`src/rtl/adder_pkg.sv`:
```
// Shared definitions for the pipelined add/subtract unit: mode encodings and
// stage-count helpers used when sizing the pipeline.
package adder_pkg;

    localparam logic ADDSUB_ADD = 1'b0;
    localparam logic ADDSUB_SUB = 1'b1;

    function automatic int stage_count(input int n, input int chunk);
        return n / chunk;
    endfunction

    function automatic bit chunk_fits(input int n, input int chunk);
        return (chunk > 0) && (n >= chunk) && (n % chunk == 0);
    endfunction

endpackage

```
`src/rtl/addsub_stage.sv`:
```
// One pipeline stage: ripple-adds chunk K, then registers the partial result,
// the chunk carry and the operand chunks still to be added, with valid/ready flow control.
module addsub_stage #(
    parameter int N     = 8,
    parameter int CHUNK = 4,
    parameter int K     = 0
) (
    input  logic         clk,
    input  logic         rst,
    input  logic         valid_i,
    input  logic         sub_i,
    input  logic         carry_i,
    input  logic         ready_i,
    input  logic [N-1:0] a_i,
    input  logic [N-1:0] b_i,
    input  logic [N-1:0] res_i,
    output logic         ready_o,
    output logic         valid_o,
    output logic         sub_o,
    output logic         carry_o,
    output logic         msb_cin_o,
    output logic [N-1:0] a_o,
    output logic [N-1:0] b_o,
    output logic [N-1:0] res_o
);

    localparam int LO = K * CHUNK;
    localparam bit LAST = (K == N / CHUNK - 1);
    // Result chunks 0..K travel forward; only operand chunks above K are still needed.
    localparam logic [N-1:0] KEEP_RES = {N{1'b1}} >> (N - LO - CHUNK);
    localparam logic [N-1:0] KEEP_OPS = ~KEEP_RES;

    logic [CHUNK:0]   c;
    logic [CHUNK-1:0] sum;
    logic [N-1:0]     res_d;
    logic             load;

    logic             valid_q, sub_q, carry_q, msb_q;
    logic [N-1:0]     a_q, b_q, res_q;

    assign c[0] = carry_i;

    for (genvar j = 0; j < CHUNK; j++) begin : g_bit
        full_adder u_fa (
            .a_i    (a_i[LO+j]),
            .b_i    (b_i[LO+j]),
            .c_i    (c[j]),
            .sum_o  (sum[j]),
            .carry_o(c[j+1])
        );
    end

    // NOTE: give every always_comb output a default first so no latch is inferred.
    always_comb begin
        res_d             = res_i;
        res_d[LO +: CHUNK] = sum;
    end

    assign ready_o = !valid_q || ready_i;
    assign load    = ready_o && valid_i;

    // NOTE: sequential state uses non-blocking assignments so all stages update together.
    always_ff @(posedge clk) begin
        if (rst) begin
            valid_q <= 1'b0;
        end else if (ready_o) begin
            valid_q <= valid_i;
        end
    end

    // NOTE: payload needs no reset; only the last stage clears because it drives the outputs.
    always_ff @(posedge clk) begin
        if (LAST && rst) begin
            res_q   <= '0;
            carry_q <= 1'b0;
            msb_q   <= 1'b0;
        end else if (load) begin
            sub_q   <= sub_i;
            carry_q <= c[CHUNK];
            msb_q   <= c[CHUNK-1];
            res_q   <= res_d & KEEP_RES;
            a_q     <= a_i & KEEP_OPS;
            b_q     <= b_i & KEEP_OPS;
        end
    end

    assign valid_o   = valid_q;
    assign sub_o     = sub_q;
    assign carry_o   = carry_q;
    assign msb_cin_o = msb_q;
    assign a_o       = a_q;
    assign b_o       = b_q;
    assign res_o     = res_q;

endmodule

```
`src/rtl/full_adder.sv`:
```
// One-bit full adder built from two half adder cells.
module full_adder (
    input  logic a_i,
    input  logic b_i,
    input  logic c_i,
    output logic sum_o,
    output logic carry_o
);

    logic s0, c0, c1;

    half_adder u_ha0 (.a_i(a_i), .b_i(b_i), .sum_o(s0),    .carry_o(c0));
    half_adder u_ha1 (.a_i(s0),  .b_i(c_i), .sum_o(sum_o), .carry_o(c1));

    assign carry_o = c0 | c1;

endmodule

```
`src/rtl/half_adder.sv`:
```
// One-bit half adder cell.
module half_adder (
    input  logic a_i,
    input  logic b_i,
    output logic sum_o,
    output logic carry_o
);

    assign sum_o   = a_i ^ b_i;
    assign carry_o = a_i & b_i;

endmodule

```
`src/rtl/pipelined_addsub.sv`:
```
// N-bit add/subtract unit split into CHUNK-bit ripple stages, one per cycle,
// with valid/ready handshakes on input and output and per-stage bubble collapse.
module pipelined_addsub
    import adder_pkg::*;
#(
    parameter int N     = 8,
    parameter int CHUNK = 4
) (
    input  logic         clk,
    input  logic         rst,
    input  logic         in_valid,
    output logic         in_ready,
    input  logic [N-1:0] number1,
    input  logic [N-1:0] number2,
    input  logic         sub,
    output logic         out_valid,
    input  logic         out_ready,
    output logic [N-1:0] result,
    output logic         carry_out,
    output logic         overflow
);

    localparam int STAGES = stage_count(N, CHUNK);

    if (!chunk_fits(N, CHUNK)) begin : g_bad_cfg
        $error("pipelined_addsub: N must be a positive multiple of CHUNK");
    end

    logic [STAGES:0]   v_s, rdy_s, sub_s, c_s;
    logic [STAGES-1:0] msb_s;
    logic [N-1:0]      a_s   [STAGES+1];
    logic [N-1:0]      b_s   [STAGES+1];
    logic [N-1:0]      res_s [STAGES+1];

    // Subtraction is A + ~B + 1: invert B here and feed the +1 as the chunk-0 carry.
    assign v_s[0]   = in_valid;
    assign sub_s[0] = sub;
    assign c_s[0]   = (sub == ADDSUB_SUB);
    assign a_s[0]   = number1;
    assign b_s[0]   = (sub == ADDSUB_SUB) ? ~number2 : number2;
    assign res_s[0] = '0;

    assign rdy_s[STAGES] = out_ready;

    for (genvar k = 0; k < STAGES; k++) begin : g_stage
        addsub_stage #(.N(N), .CHUNK(CHUNK), .K(k)) u_stage (
            .clk      (clk),
            .rst      (rst),
            .valid_i  (v_s[k]),
            .sub_i    (sub_s[k]),
            .carry_i  (c_s[k]),
            .ready_i  (rdy_s[k+1]),
            .a_i      (a_s[k]),
            .b_i      (b_s[k]),
            .res_i    (res_s[k]),
            .ready_o  (rdy_s[k]),
            .valid_o  (v_s[k+1]),
            .sub_o    (sub_s[k+1]),
            .carry_o  (c_s[k+1]),
            .msb_cin_o(msb_s[k]),
            .a_o      (a_s[k+1]),
            .b_o      (b_s[k+1]),
            .res_o    (res_s[k+1])
        );
    end

    assign in_ready  = rdy_s[0] && !rst;
    assign out_valid = v_s[STAGES];
    assign result    = res_s[STAGES];
    assign carry_out = c_s[STAGES];
    assign overflow  = msb_s[STAGES-1] ^ c_s[STAGES];

    // Operands and mode are fully consumed by the last stage.
    logic unused_tail;
    assign unused_tail = ^{a_s[STAGES], b_s[STAGES], sub_s[STAGES], msb_s};

endmodule

```
`config.mk`:
```
export PLATFORM = sky130hd
export DESIGN_NAME = pipelined_addsub
export DESIGN_NICKNAME = d
export VERILOG_FILES = /design/src/rtl/adder_pkg.sv /design/src/rtl/addsub_stage.sv /design/src/rtl/full_adder.sv /design/src/rtl/half_adder.sv /design/src/rtl/pipelined_addsub.sv
export SDC_FILE = /design/constraint.sdc
export NUM_CORES = 1
export LEC_CHECK = 0
export CAP_MARGIN = 10
export CORE_MARGIN = 8
export CORE_UTILIZATION = 50
export CTS_BUF_LIST = sky130_fd_sc_hd__clkbuf_16
export DETAILED_ROUTE_END_ITERATION = 7
export GPL_ROUTABILITY_DRIVEN = 0
export PLACE_DENSITY = 0.86
export SLEW_MARGIN = 0
export SYNTH_ARGS = -nofsm -noshare
export SYNTH_HDL_FRONTEND = slang
export SYNTH_HIERARCHICAL = 1
export SYNTH_SLANG_ARGS = --single-unit
```
`constraint.sdc`:
```
create_clock -name clk -period 4 [get_ports clk]
set_clock_uncertainty 0.05 [all_clocks]
set_input_delay 0.6 -clock clk [delete_from_list [all_inputs] [get_ports clk]]
set_output_delay 0.6 -clock clk [all_outputs]
set_load 0.01 [all_outputs]
```
### Word level (Yosys, flattened, before mapping)

Index checks and enable logic that the tools add are counted.

* bitwise logic cells: 42
* multiplexer cells: 1
* reductions and logical operators: 8

Operators by type and width (number)
* bitwise XOR 1 bit: 17
* bitwise AND 1 bit: 16
* two-way mux 8 bit: 1
* NOT 8 bit: 1
* bitwise OR 1 bit: 8
* logical AND 1 bit: 3
* zero test 1 bit: 3
* logical OR 1 bit: 2

* bits of input ports: 21
* logic and storage cells: 60
* output and inout bits: 12
* register bits after elaboration: 25

### Longest topological paths before layout

* depth in word-level cells: 11
* gate-level depth with buffers: 11
* gate-level depth less buffers: 11

### Modules after synthesis

Netlist, hierarchy kept.

By module, submodules not included
* addsub_stage (g_stage[1].u_stage): cells an instance 69, times used 1, area each 661.9 um2, seq. area each 250.2 um2
* addsub_stage (g_stage[0].u_stage): cells an instance 33, times used 1, area each 599.3 um2, seq. area each 470.5 um2
* half_adder: cells an instance 1, times used 16, area each 12.5 um2, seq. area each 0.0 um2
* pipelined_addsub: cells an instance 12, times used 1, area each 100.1 um2, seq. area each 0.0 um2
* full_adder: cells an instance 1, times used 8, area each 6.3 um2, seq. area each 0.0 um2

### Worst setup path before layout

No wires, ideal clock.

* path kind: in2reg
* from: input port sub
* to: register g_stage[0].u_stage.carry_q (data pin)
* required time: 3.691 ns
* library setup time: 0.259 ns
* slack: 1.008 ns
* arrival time: 2.682 ns
* cell stages on the path: 11
* buffers on the path: 1
* cells stage by stage: buf_6 xor2_1 ha_1 ha_1 or2_1 ha_1 or2_1 ha_1 or2_1 ha_1 or2_1

RTL lines
* start: declaration: line pipelined_addsub.sv:15 `input logic sub,`
* end signal: assignment: line addsub_stage.sv:79 `carry_q <= c[CHUNK];`
* end: declaration: line addsub_stage.sv:38 `logic valid_q, sub_q, carry_q, msb_q;`

==> reports/results.ini <==
[status]
outcome = finished clean

[detailed_routing]
drt_iter0_drc = 28
first_pass_iters = 4
drcViolationCount = 0
drt-vias-per-instance = 5.19
drtAntennaViolNets = 0
wl_mm = 2.51
vias = 846
wire_per_inst_um = 15.4

[die]
die_w_um = 66.8
initial_core_util_pct = 52.7
core_um2 = 2450
die_height_um = 66.8
die-area_um2 = 4470
top_level_ports = 33
rows = 18

[critical_path]
slowest_stage = clkdlybuf4s50_1
critPathKind = primary input to flip-flop
rr_worst_depth = 11
critPathMaxStageDelay_ns = 0.50
r2r-end = g_stage[1].u_stage/carry_o$_SDFFE_PP0P_
crit_buf_inv = 1
worstReg2RegStart = g_stage[0].u_stage/a_o[4]$_DFFE_PP_
r2r_slack_ns = 1.32
cp-end-kind = flip-flop
worstPathCellList = clkdlybuf4s50_1, xor2_1, ha_1, ha_1, or2_1, ha_1, or2_1, ha_1, or2_1, ha_1, or2_1
cpMostUsedCell = ha_1
start_kind = primary input
arrival_ns = 3.15
critical_path_required_ns = 3.96
crit_fanout = 2
cp_top_family = adder cells

[timing]
setup_viol = 0
fin_ws_ns = 0.811
hold_ws_ns = 0.486
tightest_slew_ns = 0.779
fmax_mhz = 314
finalCritPeriodShare_pct = 79.7
drv_slew = 0
grt_setup_unrepaired = false
final.min_clock_period_ns = 3.19
max-slew-margin-rel_pct = 48.0
setup_tns_ns = 0
hold_viol = 0

[yosys]
syn-cell-area_um2 = 1290
synth_cells = 102
avgSynthCellArea_um2 = 12.7
synth.net_count = 139
ys_warn_count = 6

[grt]
grt_max_degree = 23
antenna_found_initial = 0
grt_pass1_wl_mm = 4.13
grt_pass1_vias = 921
grt_usage_pct = 12.2
grt_overflow_total = 0

[power]
leakage_nw = 0.686
irDropWorstVdd_mv = 0.302
power_density_nw_per_um2 = 381

[finish]
seq_area_um2 = 631
nFillCells = 187
multi_input_area_um2 = 612
insertedDiodeCount = 0
nNetsFinal = 171
fin_util_pct = 69.1
syn_to_final_growth_pct = 31.2
drive_gt1_share_pct = 14.3

[worst_hold_path]
worstHoldPathCells = 2
worstHoldStart = g_stage[0].u_stage/res_o[2]$_DFFE_PP_
holdPathEnd = g_stage[1].u_stage/res_o[2]$_SDFFE_PP0P_
hp-class = flip-flop to flip-flop

[clocking]
cts_resized = 0
post_cts_buffers = 0
htree_levels = 1
cts_tree = yes
cts_buffers = 3
clk-insertion-delay-late_ns = 0.25
clk_pin_slew_ns = 0.06
cts_buffer_depth = 2
cts_root_buffer = clkbuf_16
cts_hold_buf = 0
clock_sinks = 25

[placed_design]
dp_hpwl_mm = 1.86
pre_cts_slack_ns = 0.535
port_buffers = 32

[job]
drv_cap = 0

cell type report:
cell class | count | area share (%)
inverters | 2 | 0.443
flip-flops and latches | 25 | 37.2
clock buffers | 3 | 4.43
well taps | 30 | 2.21
clock inverters | 1 | 0.295
multi-input cells | 69 | 36.1
repair buffers | 33 | 19.3
routing by layer:
metal | vias up | part of all wire, % | routed length [um] | GRT usage, %
met3 | 2 | 3.7 | 93 | 1.51
met5 | - | 0 | 0 | 0
met1 | 403 | 41 | 1040 | 12.7
met2 | 19 | 54 | 1350 | 22.8
met4 | 0 | 1.1 | 27 | 6.40
li1 | 422 | - | - | -
metrics by stage:
stage	total power, mW	instances	instance area, um^2
after CTS	0.654	163	1700
after global routing	0.676	163	1700
after global placement	0.429	159	1620
after floorplan	0.379	102	1290
final	0.646	163	1700
after detailed placement	0.437	159	1620
placed cells by master (no fill, tap or decap):
master	instances
or2_1	8
ha_1	16
a21oi_2	8
buf_4	1
a21oi_1	4
a21bo_1	7
nand3_1	10
inv_1	2
nor2b_1	1
a21bo_2	3
dfxtp_1	12
xor2_1	9
clkbuf_16	3
and2_4	1
edfxtp_1	13
clkinv_2	1
clkdlybuf4s50_1	32
nand2b_4	2
worst max path at each step:
stage                     start                              endpoint  slack [ns]  cells after the start
after CTS                   sub  g_stage[0].u_stage/carry_o$_DFFE_PP_        0.81                     11
after global placement      sub  g_stage[0].u_stage/carry_o$_DFFE_PP_        0.68                     11
after detailed placement    sub  g_stage[0].u_stage/carry_o$_DFFE_PP_        0.54                     11
final                       sub  g_stage[0].u_stage/carry_o$_DFFE_PP_        0.81                     11
after global routing        sub  g_stage[0].u_stage/carry_o$_DFFE_PP_        0.75                     11
after floorplan             sub  g_stage[0].u_stage/carry_o$_DFFE_PP_        1.02                     11
state kept, by name, indices dropped and copies added, names as in the netlist:
name	cells
g_stage.u_stage/a_o	4
g_stage.u_stage/b_o	4
g_stage.u_stage/carry_o	2
g_stage.u_stage/msb_cin_o	1
g_stage.u_stage/res_o	12
g_stage.u_stage/valid_o	2
worst reg2reg max path: stages, from the launching register on:
cell	delay [ns]
edfxtp_1	0.38
ha_1	0.33
ha_1	0.20
or2_1	0.22
ha_1	0.18
or2_1	0.23
ha_1	0.17
or2_1	0.24
ha_1	0.17
or2_1	0.22
nand3_1	0.08
a21oi_2	0.06
power breakdown:
group | internal [mW] | total [mW] | switching [mW]
clock network | 0.134 | 0.215 | 0.0803
registers | 0.298 | 0.310 | 0.0122
logic | 0.0700 | 0.121 | 0.0512
Power figures use the tool's default switching activity.
